`src/rtl/peri_ahb_bridge_pkg.sv`:
```
// Shared peripheral-bus definitions: bridge FSM encoding, AHB transfer codes,
// and the geometry of the 8 x 4 KB peripheral window.
package peri_ahb_bridge_pkg;

    typedef enum logic [2:0] {
        ST_IDLE   = 3'd0,
        ST_SETUP  = 3'd1,
        ST_ACCESS = 3'd2,
        ST_ERR1   = 3'd3,
        ST_ERR2   = 3'd4
    } bridge_state_t;

    localparam logic [1:0] HTRANS_IDLE   = 2'b00;
    localparam logic [1:0] HTRANS_BUSY   = 2'b01;
    localparam logic [1:0] HTRANS_NONSEQ = 2'b10;
    localparam logic [1:0] HTRANS_SEQ    = 2'b11;

    localparam int unsigned PERI_COUNT = 8;
    localparam int unsigned WIN_BYTES  = 4096;
    localparam int unsigned WIN_AW     = $clog2(WIN_BYTES);
    localparam int unsigned PERI_IDX_W = $clog2(PERI_COUNT);
    localparam int unsigned REGION_LSB = WIN_AW + PERI_IDX_W;

    // Peripheral k owns select bit k+1; bit 0 is reserved and never driven.
    function automatic logic [31:0] peri_onehot(input logic [PERI_IDX_W-1:0] idx);
        peri_onehot = 32'h2 << idx;
    endfunction

endpackage

```
`src/rtl/peri_addr_dec.sv`:
```
// Combinational region check and window decode: HADDR -> mapped flag and
// one-hot peripheral select.
module peri_addr_dec
    import peri_ahb_bridge_pkg::*;
#(
    parameter logic [31:0] BASE_ADDR = 32'h4000_0000
) (
    input  logic [31:0] i_haddr,
    output logic        o_mapped,
    output logic [31:0] o_perisel
);

    logic                  w_mapped;
    logic [PERI_IDX_W-1:0] w_idx;
    logic                  w_unused_offset;

    assign w_mapped        = (i_haddr[31:REGION_LSB] == BASE_ADDR[31:REGION_LSB]);
    assign w_idx           = i_haddr[WIN_AW +: PERI_IDX_W];
    assign w_unused_offset = ^i_haddr[WIN_AW-1:0];

    assign o_mapped  = w_mapped;
    assign o_perisel = w_mapped ? peri_onehot(w_idx) : '0;

endmodule

```
`src/rtl/peri_ahb_bridge.sv`:
```
// AHB-Lite slave to simple peripheral bus bridge: SETUP/ACCESS handshake with
// PERIREADY wait states, timeout, and two-cycle AHB error response.
module peri_ahb_bridge
    import peri_ahb_bridge_pkg::*;
#(
    parameter logic [31:0] BASE_ADDR = 32'h4000_0000,
    parameter int unsigned TIMEOUT   = 255
) (
    input  logic        HCLK,
    input  logic        HRESETn,
    input  logic        HSEL,
    input  logic [31:0] HADDR,
    input  logic [1:0]  HTRANS,
    input  logic        HWRITE,
    input  logic [2:0]  HSIZE,
    input  logic [31:0] HWDATA,
    input  logic        HREADY,
    output logic        HREADYOUT,
    output logic [31:0] HRDATA,
    output logic        HRESP,
    output logic [31:0] PERISEL,
    output logic [11:0] PERIADDR,
    output logic        PERIWRITE,
    output logic [31:0] PERIWDATA,
    output logic        PERIENABLE,
    input  logic [31:0] PERIDATAR,
    input  logic        PERIREADY
);

    localparam int unsigned CW = (TIMEOUT < 2) ? 1 : $clog2(TIMEOUT + 1);
    localparam logic [CW-1:0] WAIT_LAST = CW'(TIMEOUT - 1);

    bridge_state_t r_state, w_next;

    logic [CW-1:0] r_wait;
    logic [31:0]   r_sel;
    logic [11:0]   r_addr;
    logic          r_write;
    logic [2:0]    r_size;
    logic [31:0]   r_wdata;
    logic [31:0]   r_rdata;

    logic          w_accept, w_capture, w_mapped;
    logic [31:0]   w_dec_sel;
    logic          w_hreadyout, w_hresp, w_sel_en, w_enable;
    logic          w_unused;

    peri_addr_dec #(
        .BASE_ADDR(BASE_ADDR)
    ) u_dec (
        .i_haddr  (HADDR),
        .o_mapped (w_mapped),
        .o_perisel(w_dec_sel)
    );

    assign w_accept = HSEL & HREADY & HTRANS[1];
    // Transfer size is registered for completeness; no peripheral consumes it yet.
    assign w_unused = ^{HTRANS[0], r_size};

    always_ff @(posedge HCLK or negedge HRESETn) begin
        if (!HRESETn) r_state <= ST_IDLE;
        else          r_state <= w_next;
    end

    // Acceptance is honoured in any state that completes a data phase (IDLE, ERR2),
    // so a pipelined address goes straight to SETUP/ERR1 with no idle gap.
    always_comb begin
        w_next      = r_state;
        w_hreadyout = 1'b0;
        w_hresp     = 1'b0;
        w_sel_en    = 1'b0;
        w_enable    = 1'b0;
        w_capture   = 1'b0;
        unique case (r_state)
            ST_IDLE, ST_ERR2: begin
                w_hreadyout = 1'b1;
                w_hresp     = (r_state == ST_ERR2);
                w_capture   = w_accept;
                if (w_accept) w_next = w_mapped ? ST_SETUP : ST_ERR1;
                else          w_next = ST_IDLE;
            end
            ST_SETUP: begin
                w_sel_en = 1'b1;
                w_next   = ST_ACCESS;
            end
            ST_ACCESS: begin
                w_sel_en = 1'b1;
                w_enable = 1'b1;
                if (PERIREADY)                w_next = ST_IDLE;
                else if (r_wait == WAIT_LAST) w_next = ST_ERR1;
            end
            ST_ERR1: begin
                w_hresp = 1'b1;
                w_next  = ST_ERR2;
            end
            default: w_next = ST_IDLE;
        endcase
    end

    always_ff @(posedge HCLK or negedge HRESETn) begin
        if (!HRESETn) begin
            r_wait <= '0;
        end else if (r_state == ST_SETUP) begin
            r_wait <= '0;
        end else if (r_state == ST_ACCESS && !PERIREADY) begin
            r_wait <= r_wait + CW'(1);
        end
    end

    always_ff @(posedge HCLK or negedge HRESETn) begin
        if (!HRESETn) begin
            r_sel   <= '0;
            r_addr  <= '0;
            r_write <= 1'b0;
            r_size  <= '0;
            r_wdata <= '0;
            r_rdata <= '0;
        end else begin
            if (w_capture) begin
                r_sel   <= w_dec_sel;
                r_addr  <= HADDR[11:0];
                r_write <= HWRITE;
                r_size  <= HSIZE;
            end
            if (r_state == ST_SETUP && r_write) r_wdata <= HWDATA;
            if (r_state == ST_ACCESS && PERIREADY && !r_write) r_rdata <= PERIDATAR;
        end
    end

    assign HREADYOUT  = w_hreadyout;
    assign HRESP      = w_hresp;
    assign HRDATA     = r_rdata;
    assign PERISEL    = w_sel_en ? r_sel : '0;
    assign PERIADDR   = r_addr;
    assign PERIWRITE  = r_write;
    assign PERIWDATA  = r_wdata;
    assign PERIENABLE = w_enable;

endmodule

```
`config.mk`:
```
export PLATFORM = sky130hd
export DESIGN_NAME = peri_ahb_bridge
export DESIGN_NICKNAME = d
export VERILOG_FILES = /design/src/rtl/peri_ahb_bridge_pkg.sv /design/src/rtl/peri_addr_dec.sv /design/src/rtl/peri_ahb_bridge.sv
export SDC_FILE = /design/constraint.sdc
export NUM_CORES = 1
export LEC_CHECK = 0
export ABC_AREA = 1
export BUFFER_PORTS_ARGS = -buffer_cell sky130_fd_sc_hd__buf_4
export CORE_MARGIN = 1
export CORE_UTILIZATION = 40
export CTS_BUF_LIST = sky130_fd_sc_hd__clkbuf_16
export DETAILED_ROUTE_END_ITERATION = 10
export PLACE_DENSITY = 0.8
export SYNTH_ARGS = -nofsm -noshare
export SYNTH_HDL_FRONTEND = slang
export SYNTH_SLANG_ARGS = --single-unit
```
`constraint.sdc`:
```
create_clock -name HCLK -period 1.4 [get_ports HCLK]
set_input_delay 0.28 -clock HCLK [delete_from_list [all_inputs] [get_ports HCLK]]
set_output_delay 0.28 -clock HCLK [all_outputs]
set_load 0.05 [all_outputs]
```
==> impl_metrics.env <==
export IMPL_drtAntennaViolNets=0
export IMPL_synth_common_cells="nand2_1, dfrtp_1, nand3_1, inv_1, nor2_1"
export IMPL_synthFlopType="dfrtp_1"
export IMPL_dr_wl_met3_um=909
export IMPL_num_antenna_cells=0
export IMPL_swShare=0.502
export IMPL_drt_total_wl_mm=11.8
export IMPL_clock_latency_ns=0.34
export IMPL_drt_iter0_drc=314
export IMPL_grt_pass1_vias=3905
export IMPL_vias=4160
export IMPL_area_growth_pct=55.0
export IMPL_io_pin_count=219
export IMPL_fin_util=0.644
export IMPL_core_area_mm2=0.0104
export IMPL_p_seq_frac=0.282
export IMPL_path_class="register to output port"
export IMPL_comb_power_share=0.566
export IMPL_critPathTopFamily="buffers and inverters"
export IMPL_setup_violations=34
export IMPL_cts_tree="done"
export IMPL_cap_violations=0
export IMPL_design_area_mm2=0.00671
export IMPL_clk_path_buf_depth=2
export IMPL_htreeDepth=3
export IMPL_p_int_mw=8.19
export IMPL_switchingPower_mw=8.25
export IMPL_status="finished, violations left"
export IMPL_pre_cts_slack_ns=-0.0501
export IMPL_gp_congestion=0.824
export IMPL_start_util=0.415
export IMPL_clkSinkCount=96
export IMPL_rows=37
export IMPL_nFillCells=830
export IMPL_path_cells="inv_2 -> nor2_2 -> inv_2 -> nor2_4 -> inv_2 -> nand2_4 -> inv_8 -> nor2_4 -> buf_6"
export IMPL_seq_area_mm2=0.00240
export IMPL_cp_slowest_cell="dfrtp_1"
export IMPL_ys_warn_count=0
export IMPL_power_density_mw_per_mm2=2450
export IMPL_cp_num_buf_inv=5
export IMPL_grt_max_degree=34
export IMPL_dieArea_mm2=0.0112
export IMPL_grt_pass1_wl_mm=18.0
export IMPL_fin_tns_setup_ns=-6.44
export IMPL_arrival_ns=1.51
export IMPL_fin_skew_ns=0.00644
export IMPL_crit_path_frequent_cell="inv_2"
export IMPL_die_w_um=106
export IMPL_max_freq_mhz=559
export IMPL_leakage_nw=3.63
export IMPL_fin_crit_sh=1.28
export IMPL_synth_most_common_cell="nand2_1"
export IMPL_numPortBuffers=190
export IMPL_die_y_um=106
export IMPL_synth_area_per_cell_um2=8.22
export IMPL_synthTopCellsByArea="dfrtp_1, nand2_1, nand3_1, buf_4, inv_1"
export IMPL_syn_inst=526
export IMPL_dr_wl_met2_mm=5.82
export IMPL_synth_largest_area_cell="dfrtp_1"
export IMPL_cp_required_ns=1.12
export IMPL_ys_seq_area_frac=0.555
export IMPL_multi_input_area_mm2=0.00177
export IMPL_critPathMaxStageDelay_ns=0.36
export IMPL_gr_usage_all_layers=0.201
export IMPL_drv_slew=0
export IMPL_overflow=0
export IMPL_hold_viol_final=0
export IMPL_clkTransAtPathRegs_ns=0.07
export IMPL_synth_seq_cells=96
export IMPL_synthArstFlopShare=1.00
export IMPL_critPathCaptureType="output port"
export IMPL_cp_max_fo=8
export IMPL_drc=0
export IMPL_drive_gt1_frac=0.383
export IMPL_synth_top_area_share=0.555
export IMPL_post_drt_wl_per_cell_um=13.4
export IMPL_viasPerCell=4.72
export IMPL_worst_slack_ns=-0.390
export IMPL_critPathLaunchType="register"
export IMPL_violations="negative setup slack"
export IMPL_fin_nets=850
export IMPL_fin_crit_ns=1.79
export IMPL_p_clk_frac=0.151
export IMPL_antenna_found_initial=0
export IMPL_place_area_mm2=0.00607
export IMPL_cts_buffers=9
export IMPL_top_layer="met4"
export IMPL_synth_distinct_cells=22
export IMPL_drt_pre_antenna_iters=4
export IMPL_hpwlAfterDp_mm=8.20
export IMPL_wl_met1_mm=4.86
export IMPL_rsz0062_at_grt="true"
export IMPL_root_buffer="clkbuf_16"
export IMPL_synth_edf_count=0
export IMPL_hold_path_class="input port to register"
export IMPL_syn_cell_area_mm2=0.00433
export IMPL_ir_drop_uv=1240
==> final timing paths <==
kind | endpoint | slack, ns | startpoint | cells past startpoint
min in group asynchronous | HRDATA[31] | 0.40 | HRESETn | 2
max in group asynchronous | PERIWRITE | 0.48 | HRESETn | 3
max | PERISEL[8] | -0.39 | r_state[0] | 9
max reg2reg | r_sel[6] | -0.18 | r_state[0] | 9
min | PERIADDR[9] | 0.13 | HADDR[9] | 3
min reg2reg | PERIWDATA[19] | 0.47 | PERIWDATA[19] | 2
==> power groups by stage <==
stage	logic, mW	clock network (mW)	registers, mW
2_1_floorplan	2.23	0	8.30
3_3_place_gp	8.61	0	4.61
3_5_place_dp	8.75	0	4.65
4_1_cts	9.04	2.54	4.62
5_1_grt	9.79	2.69	4.78
6_report	9.31	2.48	4.64
==> flip-flops by register name (all words and copies together) (netlist names) <==
| signal | cells |
|---|---|
| HRDATA | 32 |
| PERIWDATA | 32 |
| PERIADDR | 12 |
| r_sel | 8 |
| r_wait | 8 |
| r_state | 3 |
| PERIWRITE | 1 |
==> cells in the final DEF, fill, tap and decap left out, types with 7 or more instances in the layout <==
cell,netlist,routed
nor2_1,28,13
clkbuf_16,0,11
inv_1,28,28
buf_6,0,20
nand2_2,0,9
buf_4,24,196
nor2_4,2,16
dfrtp_1,96,94
nand3_1,69,69
nand2_1,218,207
nand4_1,14,14
buf_12,0,7
conb_1,1,24
==> tightest hold or removal path: cells and delay by family <==
family                 cells  cell delay (ns)
AND/OR/NAND/NOR            2             0.08
buffers and inverters      1             0.07
==> timing repair <==
action,in CTS,in global routing
setup endpoints to repair,17,78
pin swaps,6,9
endpoints found under the hold margin,19,0
cloned,0,4
gates resized for setup,29,28
buffers inserted,7,3
hold buffers,1,0
==> area by class of cell <==
cell class                 instances  share of cell area
sequential                        96               0.359
timing repair buffer             226               0.283
multi-input combinational        372               0.265
clock buffer                       9              0.0336
tap                              136              0.0254
inverter                          36              0.0231
clock inverter                     7              0.0118
==> per-stage QoR <==
step / cells / power [mW] / hold slack, ns
3_5_place_dp: 853 / 13.4 / 0.221
2_1_floorplan: 549 / 10.5 / -0.0156
5_1_grt: 882 / 17.3 / 0.128
3_3_place_gp: 853 / 13.2 / 0.220
4_1_cts: 877 / 16.2 / 0.122
6_report: 882 / 16.4 / 0.134
==> layer usage <==
| layer | vias to the layer above | track usage |
|---|---|---|
| li1 | 2036 | - |
| met1 | 1911 | 0.245 |
| met2 | 199 | 0.339 |
| met3 | 14 | 0.0552 |
| met4 | 0 | 0.0734 |
| met5 | - | 0 |
==> logic make-up (layout without fill, tap and decap cells) <==
kind of cell,Yosys count,after routing,share of synthesized area
AND/OR/NAND/NOR,335,336,0.328
flip-flops,96,96,0.555
buffers and inverters,82,278,0.0966
AO/OA/AOI/OAI,9,9,0.0116
adder cells (fa/ha/maj),2,2,0.00578
other,1,24,0.000867
XOR/XNOR,1,1,0.00203
Power figures use the tool's default switching activity.
